==> src/rtl/sent_crc_pkg.sv <==
`default_nettype none
// ============================================================================
// Package     : sent_crc_pkg
// Description : Shared SENT (SAE J2716) CRC definitions for the TX generator
//               and the RX checker: frame-type codes, default seeds,
//               generator polynomials, FSM state type and single-chunk
//               CRC step functions.
// Revision    : 1.0 - initial release
// ============================================================================
package sent_crc_pkg;

    // Frame-type codes carried on mode_i (2'b11 is reserved / illegal)
    localparam logic [1:0] MODE_FAST  = 2'b00;
    localparam logic [1:0] MODE_SHORT = 2'b01;
    localparam logic [1:0] MODE_ENH   = 2'b10;

    // Default seeds
    localparam logic [3:0] SEED4_DEFAULT = 4'b0101;
    localparam logic [5:0] SEED6_DEFAULT = 6'b010101;

    // Generator polynomials with the implicit leading term dropped:
    //   x^4 + x^3 + x^2 + 1        -> 4'b1101
    //   x^6 + x^4 + x^3 + 1        -> 6'b011001
    localparam logic [3:0] POLY4 = 4'b1101;
    localparam logic [5:0] POLY6 = 6'b011001;

    // Generator FSM states
    typedef enum logic [1:0] {
        ST_IDLE = 2'd0,
        ST_CALC = 2'd1,
        ST_AUG  = 2'd2
    } tx_state_t;

    // One augmented step: multiply the running CRC by x^4 modulo the
    // polynomial (four single-bit shifts), then fold in the new nibble.
    function automatic logic [3:0] crc4_step(input logic [3:0] crc,
                                             input logic [3:0] nib);
        logic [3:0] v;
        v = crc;
        for (int i = 0; i < 4; i++) begin
            v = v[3] ? ({v[2:0], 1'b0} ^ POLY4) : {v[2:0], 1'b0};
        end
        return v ^ nib;
    endfunction

    // Same as crc4_step for the 6-bit enhanced-serial CRC.
    function automatic logic [5:0] crc6_step(input logic [5:0] crc,
                                             input logic [5:0] chunk);
        logic [5:0] v;
        v = crc;
        for (int i = 0; i < 6; i++) begin
            v = v[5] ? ({v[4:0], 1'b0} ^ POLY6) : {v[4:0], 1'b0};
        end
        return v ^ chunk;
    endfunction

endpackage : sent_crc_pkg
`default_nettype wire

==> src/rtl/sent_crc_lfsr.sv <==
`default_nettype none
// ============================================================================
// Module      : sent_crc_lfsr
// Description : 6-bit SENT CRC register with seed load and one-chunk step.
//               wide_i selects the 6-bit CRC; otherwise the 4-bit CRC lives
//               in [3:0] with [5:4] held at zero.
// Ports       : clk_i        clock
//               rst_i        asynchronous active-high reset (loads 4-bit seed)
//               load_seed_i  load seed selected by wide_i
//               step_i       advance the register by one chunk
//               wide_i       1 = 6-bit CRC, 0 = 4-bit CRC
//               chunk_i      chunk to fold in (nibble in [3:0] when narrow)
//               step_crc_o   value the register takes on a step this cycle
// Revision    : 1.0 - initial release
// ============================================================================
module sent_crc_lfsr
    import sent_crc_pkg::*;
#(
    parameter logic [3:0] SEED4 = SEED4_DEFAULT,
    parameter logic [5:0] SEED6 = SEED6_DEFAULT
) (
    input  logic       clk_i,
    input  logic       rst_i,
    input  logic       load_seed_i,
    input  logic       step_i,
    input  logic       wide_i,
    input  logic [5:0] chunk_i,
    output logic [5:0] step_crc_o
);

    logic [5:0] crc_q;
    logic [5:0] crc_d;

    always_comb begin
        crc_d = wide_i ? crc6_step(crc_q, chunk_i)
                       : {2'b00, crc4_step(crc_q[3:0], chunk_i[3:0])};
    end

    assign step_crc_o = crc_d;

    always_ff @(posedge clk_i or posedge rst_i) begin
        if (rst_i) begin
            crc_q <= {2'b00, SEED4};
        end else if (load_seed_i) begin
            crc_q <= wide_i ? SEED6 : {2'b00, SEED4};
        end else if (step_i) begin
            crc_q <= crc_d;
        end
    end

endmodule : sent_crc_lfsr
`default_nettype wire

==> src/rtl/sent_tx_crc_gen.sv <==
`default_nettype none
// ============================================================================
// Module      : sent_tx_crc_gen
// Description : Transmit-side SENT CRC generator. Computes the augmented CRC
//               of a fast-channel, short-serial or enhanced-serial payload,
//               one chunk per clock, and returns it with a valid pulse.
// Ports       : clk_tx        TX clock
//               reset_tx      asynchronous active-high reset
//               start_i       request, sampled only while idle
//               mode_i        frame type (00 fast, 01 short, 10 enhanced)
//               nibble_cnt_i  fast-channel nibble count (3, 4 or 6)
//               data_i        left-aligned MSB-first payload
//               busy_o        calculation in progress
//               crc_o         last result (4-bit CRCs in [3:0])
//               crc_valid_o   one-cycle pulse, crc_o updated
//               err_o         one-cycle pulse, request rejected
// Revision    : 1.0 - initial release
// ============================================================================
module sent_tx_crc_gen
    import sent_crc_pkg::*;
#(
    parameter logic [3:0] SEED4 = SEED4_DEFAULT,
    parameter logic [5:0] SEED6 = SEED6_DEFAULT
) (
    input  logic        clk_tx,
    input  logic        reset_tx,
    input  logic        start_i,
    input  logic [1:0]  mode_i,
    input  logic [2:0]  nibble_cnt_i,
    input  logic [23:0] data_i,
    output logic        busy_o,
    output logic [5:0]  crc_o,
    output logic        crc_valid_o,
    output logic        err_o
);

    tx_state_t   state_q, state_d;
    logic [1:0]  mode_q;
    logic [2:0]  k_q;
    logic [2:0]  cnt_q;
    logic [23:0] data_q;
    logic [5:0]  crc_q;
    logic        crc_valid_q;
    logic        err_q;

    logic        w_legal;
    logic [2:0]  w_k_req;
    logic        w_accept;
    logic        w_reject;
    logic        w_step;
    logic        w_aug;
    logic        w_wide;
    logic [5:0]  w_chunk;
    logic [5:0]  w_step_crc;

    // Request decode
    always_comb begin
        w_k_req = 3'd4;
        if (mode_i == MODE_FAST) begin
            w_k_req = nibble_cnt_i;
        end else if (mode_i == MODE_SHORT) begin
            w_k_req = 3'd3;
        end
        w_legal = (mode_i != 2'b11) &&
                  ((mode_i != MODE_FAST) ||
                   (nibble_cnt_i == 3'd3) || (nibble_cnt_i == 3'd4) ||
                   (nibble_cnt_i == 3'd6));
    end

    // FSM next-state and control
    always_comb begin
        state_d  = state_q;
        w_accept = 1'b0;
        w_reject = 1'b0;
        w_step   = 1'b0;
        w_aug    = 1'b0;
        case (state_q)
            ST_IDLE: begin
                if (start_i) begin
                    if (w_legal) begin
                        w_accept = 1'b1;
                        state_d  = ST_CALC;
                    end else begin
                        w_reject = 1'b1;
                    end
                end
            end
            ST_CALC: begin
                w_step = 1'b1;
                if (cnt_q == (k_q - 3'd1)) begin
                    state_d = ST_AUG;
                end
            end
            ST_AUG: begin
                w_aug   = 1'b1;
                state_d = ST_IDLE;
            end
            default: begin
                state_d = ST_IDLE;
            end
        endcase
    end

    // The seed width must follow the incoming mode on the load cycle and the
    // latched mode afterwards. The payload register is shifted left each step
    // so the next chunk is always at the top.
    always_comb begin
        w_wide  = w_accept ? (mode_i == MODE_ENH) : (mode_q == MODE_ENH);
        w_chunk = 6'd0;
        if (!w_aug) begin
            w_chunk = (mode_q == MODE_ENH) ? data_q[23:18]
                                           : {2'b00, data_q[23:20]};
        end
    end

    sent_crc_lfsr #(
        .SEED4 (SEED4),
        .SEED6 (SEED6)
    ) u_lfsr (
        .clk_i       (clk_tx),
        .rst_i       (reset_tx),
        .load_seed_i (w_accept),
        .step_i      (w_step | w_aug),
        .wide_i      (w_wide),
        .chunk_i     (w_chunk),
        .step_crc_o  (w_step_crc)
    );

    always_ff @(posedge clk_tx or posedge reset_tx) begin
        if (reset_tx) begin
            state_q     <= ST_IDLE;
            mode_q      <= MODE_FAST;
            k_q         <= 3'd0;
            cnt_q       <= 3'd0;
            data_q      <= 24'd0;
            crc_q       <= 6'd0;
            crc_valid_q <= 1'b0;
            err_q       <= 1'b0;
        end else begin
            state_q     <= state_d;
            crc_valid_q <= w_aug;
            err_q       <= w_reject;
            if (w_accept) begin
                mode_q <= mode_i;
                k_q    <= w_k_req;
                data_q <= data_i;
                cnt_q  <= 3'd0;
            end else if (w_step) begin
                cnt_q  <= cnt_q + 3'd1;
                data_q <= (mode_q == MODE_ENH) ? (data_q << 6) : (data_q << 4);
            end
            if (w_aug) begin
                crc_q <= w_step_crc;
            end
        end
    end

    assign busy_o      = (state_q != ST_IDLE);
    assign crc_o       = crc_q;
    assign crc_valid_o = crc_valid_q;
    assign err_o       = err_q;

endmodule : sent_tx_crc_gen
`default_nettype wire

==> config.mk <==
export PLATFORM = sky130hd
export DESIGN_NAME = sent_tx_crc_gen
export DESIGN_NICKNAME = d
export VERILOG_FILES = /design/src/rtl/sent_crc_pkg.sv /design/src/rtl/sent_crc_lfsr.sv /design/src/rtl/sent_tx_crc_gen.sv
export SDC_FILE = /design/constraint.sdc
export NUM_CORES = 1
export LEC_CHECK = 0
export ABC_CLOCK_PERIOD_IN_PS = 2500
export BUFFER_PORTS_ARGS = -buffer_cell sky130_fd_sc_hd__buf_4
export CAP_MARGIN = 40
export CELL_PAD_IN_SITES_DETAIL_PLACEMENT = 1
export CELL_PAD_IN_SITES_GLOBAL_PLACEMENT = 2
export CORE_MARGIN = 1
export CORE_UTILIZATION = 33
export CTS_BUF_LIST = sky130_fd_sc_hd__clkbuf_8 sky130_fd_sc_hd__clkbuf_16
export DETAILED_ROUTE_END_ITERATION = 6
export GPL_TIMING_DRIVEN = 0
export PLACE_DENSITY_LB_ADDON = 0.1
export SKIP_LAST_GASP = 1
export SLEW_MARGIN = 20
export SYNTH_ARGS = -nofsm -noshare
export SYNTH_HDL_FRONTEND = slang
export SYNTH_HIERARCHICAL = 1
export SYNTH_SLANG_ARGS = --single-unit
==> constraint.sdc <==
create_clock -name clk_tx -period 2.5 [get_ports clk_tx]
set_input_delay 0.25 -clock clk_tx [delete_from_list [all_inputs] [get_ports clk_tx]]
set_output_delay 0.25 -clock clk_tx [all_outputs]
set_load 0.05 [all_outputs]
==> flow_summary.json, run 1 <==
{
  "wl_met2_mm": 3.53,
  "numCtsBuffers": 5,
  "area_growth_pct": 21.8,
  "htree_levels": 2,
  "dieArea_mm2": 0.00939,
  "hold_path.class": "input pin to flip-flop",
  "fin_crit_sh": 0.911,
  "status": "finished, final reports clean",
  "fin_nets": 383,
  "place_congestion": 0.706,
  "vdd_drop_max_uv": 472,
  "worst_slew_pin_slew_ns": 0.701,
  "avgRoutedWirePerCell_um": 15.9,
  "cp.arrival_ns": 2.47,
  "final_util": 0.415,
  "required_ns": 2.70,
  "r2r_cells": 11,
  "wl_met1_mm": 3.47,
  "setup_viol_count_final": 0,
  "antenna_found_initial": 0,
  "synth_nets": 328,
  "fmax_mhz": 439,
  "yosys_warnings": 6,
  "cts_tree": "built",
  "postRouteWirelength_mm": 7.24,
  "drt_iter0_drc": 36,
  "p_per_area_mw_per_mm2": 1520,
  "clockBufferDepth": 2,
  "fin_skew_ns": 0.00926,
  "hold_path.startpoint": "data_i[8]",
  "insertion_delay_ns": 0.30,
  "grt_pass1_vias": 2501,
  "endpoint_kind": "flip-flop",
  "p_total_uw": 5500,
  "placed_cells": 440,
  "hold_depth": 2,
  "worstPathCellList": "inv_1 -> ha_2 -> o311a_1 -> buf_6 -> o21ai_0 -> buf_4 -> inv_2 -> mux2i_4 -> xor2_1 -> xnor2_1 -> mux2_2",
  "max_stage_delay_ns": 0.41,
  "synth_area_per_cell_um2": 10.2,
  "die_w_um": 96.9,
  "diodes": 0,
  "slowest_stage": "dfrtp_1",
  "die_y_um": 96.9,
  "track_usage": 0.169,
  "final_antenna_net_count": 0,
  "slew_headroom": 0.533,
  "crit_path_start_kind": "flip-flop",
  "cts_root_buf": "clkbuf_8",
  "route.met3.wl_um": 163,
  "synth_cell_types": 48,
  "synth_edf_count": 0,
  "yosys.area.top_type_share": 0.387,
  "synth_ff_type": "dfrtp_1",
  "start_util": 0.341,
  "synth_area_leaders": "dfrtp_1 (39%), mux2i_1 (9.1%), a211oi_2 (7.6%)",
  "grt_pass1_wl_mm": 12.8,
  "async_reset_ff_frac": 1.00,
  "holdWs_ns": 0.136,
  "drive_gt1_frac": 0.303,
  "synth_most_common_cell": "dfrtp_1",
  "clkTransAtPathRegs_ns": 0.09,
  "yosys.area.top_type": "dfrtp_1",
  "dr.pass1.iters": 4,
  "yosys-top-cells-count": "dfrtp_1 (46), nor2_1 (32), mux2i_1 (27), a211oi_2 (18), a21o_1 (18)",
  "dp_hpwl_mm": 5.35,
  "crit_type": "flip-flop to flip-flop",
  "hold_viol_final": 0,
  "crit_fanout": 4,
  "placementRows": 34,
  "crit_start": "state_q[0]$_DFFE_PP0P_",
  "n_fill_cell": 1012,
  "seq_area_mm2": 0.00120,
  "r2r-start": "state_q[0]$_DFFE_PP0P_",
  "core_area_mm2": 0.00872,
  "ios": 41,
  "grt_max_degree": 28,
  "grt_setup_unrepaired": "no",
  "final_max_slew_viol_count": 0,
  "clock-sinks": 48,
  "port_buffers": 40,
  "top_layer": "met4",
  "max_cap_violations": 0,
  "vias_per_cell": 5.02,
  "ys_seq_elements": 48,
  "p_leak_uw": 0.00178,
  "overflow": 0,
  "min_period_ns": 2.28,
  "drc_errors": 0,
  "seq_area_frac_synth": 0.405,
  "synthCells": 291,
  "layout.cells.non_filler": 455,
  "vias": 2284,
  "syn-cell-area_mm2": 0.00297,
  "multi_input_area_mm2": 0.00162
}
## cell families (layout without fill, tap and decap cells)
group,count (synthesis),count (layout),share of synthesized area
and+or+nand+nor,75,75,0.119
AOI/OAI and AO/OA,69,69,0.193
DFF,48,48,0.405
muxes,35,35,0.121
buffers and inverters,33,89,0.0560
xor gates and xnor gates,26,26,0.0842
adders and majority gates,5,5,0.0211
## layer usage
layer,vias to the layer above,GRT usage
met5,-,0
met2,23,0.277
met1,1143,0.231
li1,1113,-
met3,5,0.0296
met4,0,0.0448
## per-stage QoR
step	setup TNS (ns)	worst slack, ns	instance area (um^2)
floorplan	0	0.0853	2970
global placement	-1.17	-0.385	3410
global route	0	0.0603	3620
CTS	-0.00741	-0.00741	3570
detailed placement	-1.64	-0.457	3430
finish	0	0.224	3620
## path summary, 6_finish.rpt
kind | endpoint | slack (ns)
worst min-delay path | data_q[8]$_DFFE_PP0P_ | 0.14
min in group asynchronous | u_lfsr/crc_q[4]$_DFFE_PP0P_ | 0.43
max in group asynchronous | state_q[1]$_DFFE_PP0P_ | 1.51
worst max-delay path | crc_o[2]$_DFFE_PP0P_ | 0.22
worst min register to register | crc_o[2]$_DFFE_PP0P_ | 0.51
worst max register to register | crc_o[2]$_DFFE_PP0P_ | 0.22
## cell usage in the layout, fill, tap and decap left out, drive strengths merged, types with 5 or more instances in the layout
cell | Yosys | final
buf | 18 | 64
dfrtp | 46 | 46
nor2 | 32 | 32
mux2i | 27 | 27
a211oi | 19 | 19
a21o | 18 | 18
nand2 | 15 | 15
xnor2 | 14 | 14
o21ai | 13 | 13
inv | 11 | 12
xor2 | 11 | 11
clkbuf | 4 | 10
nand2b | 8 | 8
mux2 | 8 | 8
nor2b | 5 | 5
ha | 5 | 5
## worst max-delay path: cells and delay by family, from the launching register on
kind,cells,cell delay (ns)
muxes,2,0.53
buffers and inverters,4,0.48
DFF,1,0.41
AOI/OAI and AO/OA,2,0.28
xor gates and xnor gates,2,0.28
adders and majority gates,1,0.19
## state kept, by name, indices dropped and copies added (netlist names)
register	count
data_q	24
crc_o	6
u_lfsr/crc_q	6
cnt_q	3
k_q	3
mode_q	2
state_q	2
crc_valid_o	1
err_o	1
## cell type report
cell class | instances | share of cell area
buffer | 20 | 0.0328
clock buffer | 5 | 0.0190
clock inverter | 3 | 0.0107
inverter | 11 | 0.0114
multi-input combinational | 210 | 0.448
sequential | 48 | 0.333
tap | 108 | 0.0373
timing repair buffer | 50 | 0.108
## repair_timing
item	4_1_cts	5_1_grt
hold buffers	1	0
pin swaps	0	0
resized for setup	3	4
buffers inserted	3	5
endpoints found under the hold margin	19	0
setup endpoints to repair	5	7
## power breakdown
part	internal (uW)	total [uW]	switching (uW)
registers	1160	1440	278
logic	1600	3490	1890
clock network	293	569	276
total	3060	5500	2440
Note: power is estimated with default switching activity, not from simulation.
==> run 2, diff against run 1 <==
--- a/config.mk
+++ b/config.mk
@@ -14,6 +14,7 @@
 export CORE_UTILIZATION = 33
 export CTS_BUF_LIST = sky130_fd_sc_hd__clkbuf_8 sky130_fd_sc_hd__clkbuf_16
 export DETAILED_ROUTE_END_ITERATION = 6
+export GPL_ROUTABILITY_DRIVEN = 0
 export GPL_TIMING_DRIVEN = 0
 export PLACE_DENSITY_LB_ADDON = 0.1
 export SKIP_LAST_GASP = 1
==> constraint.sdc (replaced) <==
create_clock -name clk_tx -period 2.5 [get_ports clk_tx]
set_input_delay 0 -clock clk_tx [delete_from_list [all_inputs] [get_ports clk_tx]]
set_output_delay 0 -clock clk_tx [all_outputs]
set_load 0.05 [all_outputs]
==> flow_summary.json, run 2 (synthesized netlist as in run 1, its figures left out) <==
{
  "status": "finished, final reports clean",
  "grt_setup_unrepaired": "no",
  "insertion_delay_ns": 0.30,
  "diodes": 0,
  "cts_tree": "built",
  "max_cap_violations": 0,
  "p_total_uw": 5530,
  "final_antenna_net_count": 0,
  "clock-sinks": 48,
  "fin_skew_ns": 0.00923,
  "crit_type": "flip-flop to flip-flop",
  "vias_per_cell": 4.95,
  "drive_gt1_frac": 0.276,
  "min_period_ns": 2.28,
  "final_cell_mix": "buf_4 (49), dfrtp_1 (46), nor2_1 (32)",
  "tns_ns": 0,
  "postRouteWirelength_mm": 7.50,
  "fmax_mhz": 438,
  "grt_max_degree": 28,
  "start_util": 0.341,
  "grt_pass1_vias": 2636,
  "p_per_area_mw_per_mm2": 1420,
  "antenna_found_initial": 0,
  "core_area_mm2": 0.00872,
  "layout_commonest_cell": "buf_4",
  "numCtsBuffers": 5,
  "final_util": 0.445,
  "n_fill_cell": 1005,
  "port_buffers": 40,
  "crit_path_start_kind": "flip-flop",
  "p_leak_uw": 0.00188,
  "largest_reg_flops": 24,
  "cts_root_buf": "clkbuf_8",
  "final_max_slew_viol_count": 0,
  "regToRegSetupSlack_ns": 0.22,
  "ios": 41,
  "fin_nets": 409,
  "vias": 2381,
  "fin_crit_sh": 0.913,
  "hold_path.class": "input pin to flip-flop",
  "vdd_drop_max_uv": 471,
  "dr.pass1.iters": 4,
  "clkTransAtPathRegs_ns": 0.09,
  "placementRows": 34,
  "top_register": "data_q",
  "cp.arrival_ns": 2.48,
  "drc_errors": 0,
  "clockBufferDepth": 2,
  "dp_hpwl_mm": 5.35,
  "worst_slew_pin_slew_ns": 0.704,
  "slew_headroom": 0.530,
  "area_growth_pct": 30.7,
  "hold_viol_final": 0,
  "die_w_um": 96.9,
  "setup_viol_count_final": 0,
  "required_ns": 2.70,
  "track_usage": 0.176,
  "dieArea_mm2": 0.00939,
  "holdWs_ns": 0.0207,
  "avgRoutedWirePerCell_um": 15.6,
  "crit_fanout": 5,
  "htree_levels": 2,
  "grt_pass1_wl_mm": 13.3,
  "die_y_um": 96.9,
  "overflow": 0,
  "endpoint_kind": "flip-flop",
  "drt_iter0_drc": 47
}
## run 2: changes by cell type in the layout (fill, tap and decap cells not counted)
cell | previous run | this run
buf_4 | 51 | 49
dlygate4sd3_1 | 1 | 29
## run 2: metrics by stage
| stage | instances | setup WS, ns | cell area [um^2] |
|---|---|---|---|
| 2_1_floorplan | 291 | 0.126 | 2970 |
| 3_3_place_gp | 439 | -0.312 | 3410 |
| 3_5_place_dp | 440 | -0.349 | 3430 |
| 4_1_cts | 479 | -0.00741 | 3850 |
| 5_1_grt | 481 | 0.0504 | 3880 |
| 6_report | 481 | 0.218 | 3880 |
## run 2: what timing repair did
item | 4_1_cts | 5_1_grt
setup endpoints to repair | 5 | 7
buffers inserted | 3 | 3
endpoints found under the hold margin | 49 | 0
hold buffers | 29 | 0
gates resized for setup | 3 | 4
## run 2: worst paths after layout
path	cells after the start	from	endpoint
worst min register to register	1	crc_o[2]$_DFFE_PP0P_	crc_o[2]$_DFFE_PP0P_
min in group asynchronous	3	reset_tx	u_lfsr/crc_q[4]$_DFFE_PP0P_
worst max register to register	11	state_q[0]$_DFFE_PP0P_	crc_o[2]$_DFFE_PP0P_
max in group asynchronous	4	reset_tx	state_q[1]$_DFFE_PP0P_
worst max-delay path	11	state_q[0]$_DFFE_PP0P_	crc_o[2]$_DFFE_PP0P_
worst min-delay path	3	mode_i[0]	k_q[1]$_DFFE_PP0P_
## run 2: per-layer routing
layer,wire (um),up-vias,part of all wire,GRT usage
met4,72,0,0.0096,0.0448
met3,140,5,0.019,0.0275
met1,3590,1184,0.48,0.236
li1,-,1167,-,-
met2,3700,25,0.49,0.295
met5,0,-,0,0
## run 2: where the power goes
part | internal, uW | total [uW] | leakage, uW | switching (uW)
clock | 293 | 568 | 0.0000593 | 274
combinational | 1620 | 3510 | 0.00123 | 1900
sequential | 1160 | 1440 | 0.000590 | 281
total | 3070 | 5530 | 0.00188 | 2450
## run 2: layout make-up
type	count	area, um^2	area share
buffer	20	119	0.0306
clock buffer	5	68.8	0.0177
clock inverter	3	38.8	0.00999
inverter	11	41.3	0.0106
multi-input combinational	210	1620	0.418
sequential	48	1200	0.310
tap	108	135	0.0348
timing repair buffer	76	656	0.169
## run 2: worst max-delay path: stages, from the launching register on
cell and delay [ns]:
dfrtp_1 0.41, inv_1 0.10, ha_2 0.19, o311a_1 0.17, buf_6 0.10, o21ai_0 0.11
buf_4 0.18, inv_2 0.11, mux2i_4 0.26, xor2_1 0.19, xnor2_1 0.09, mux2_2 0.26
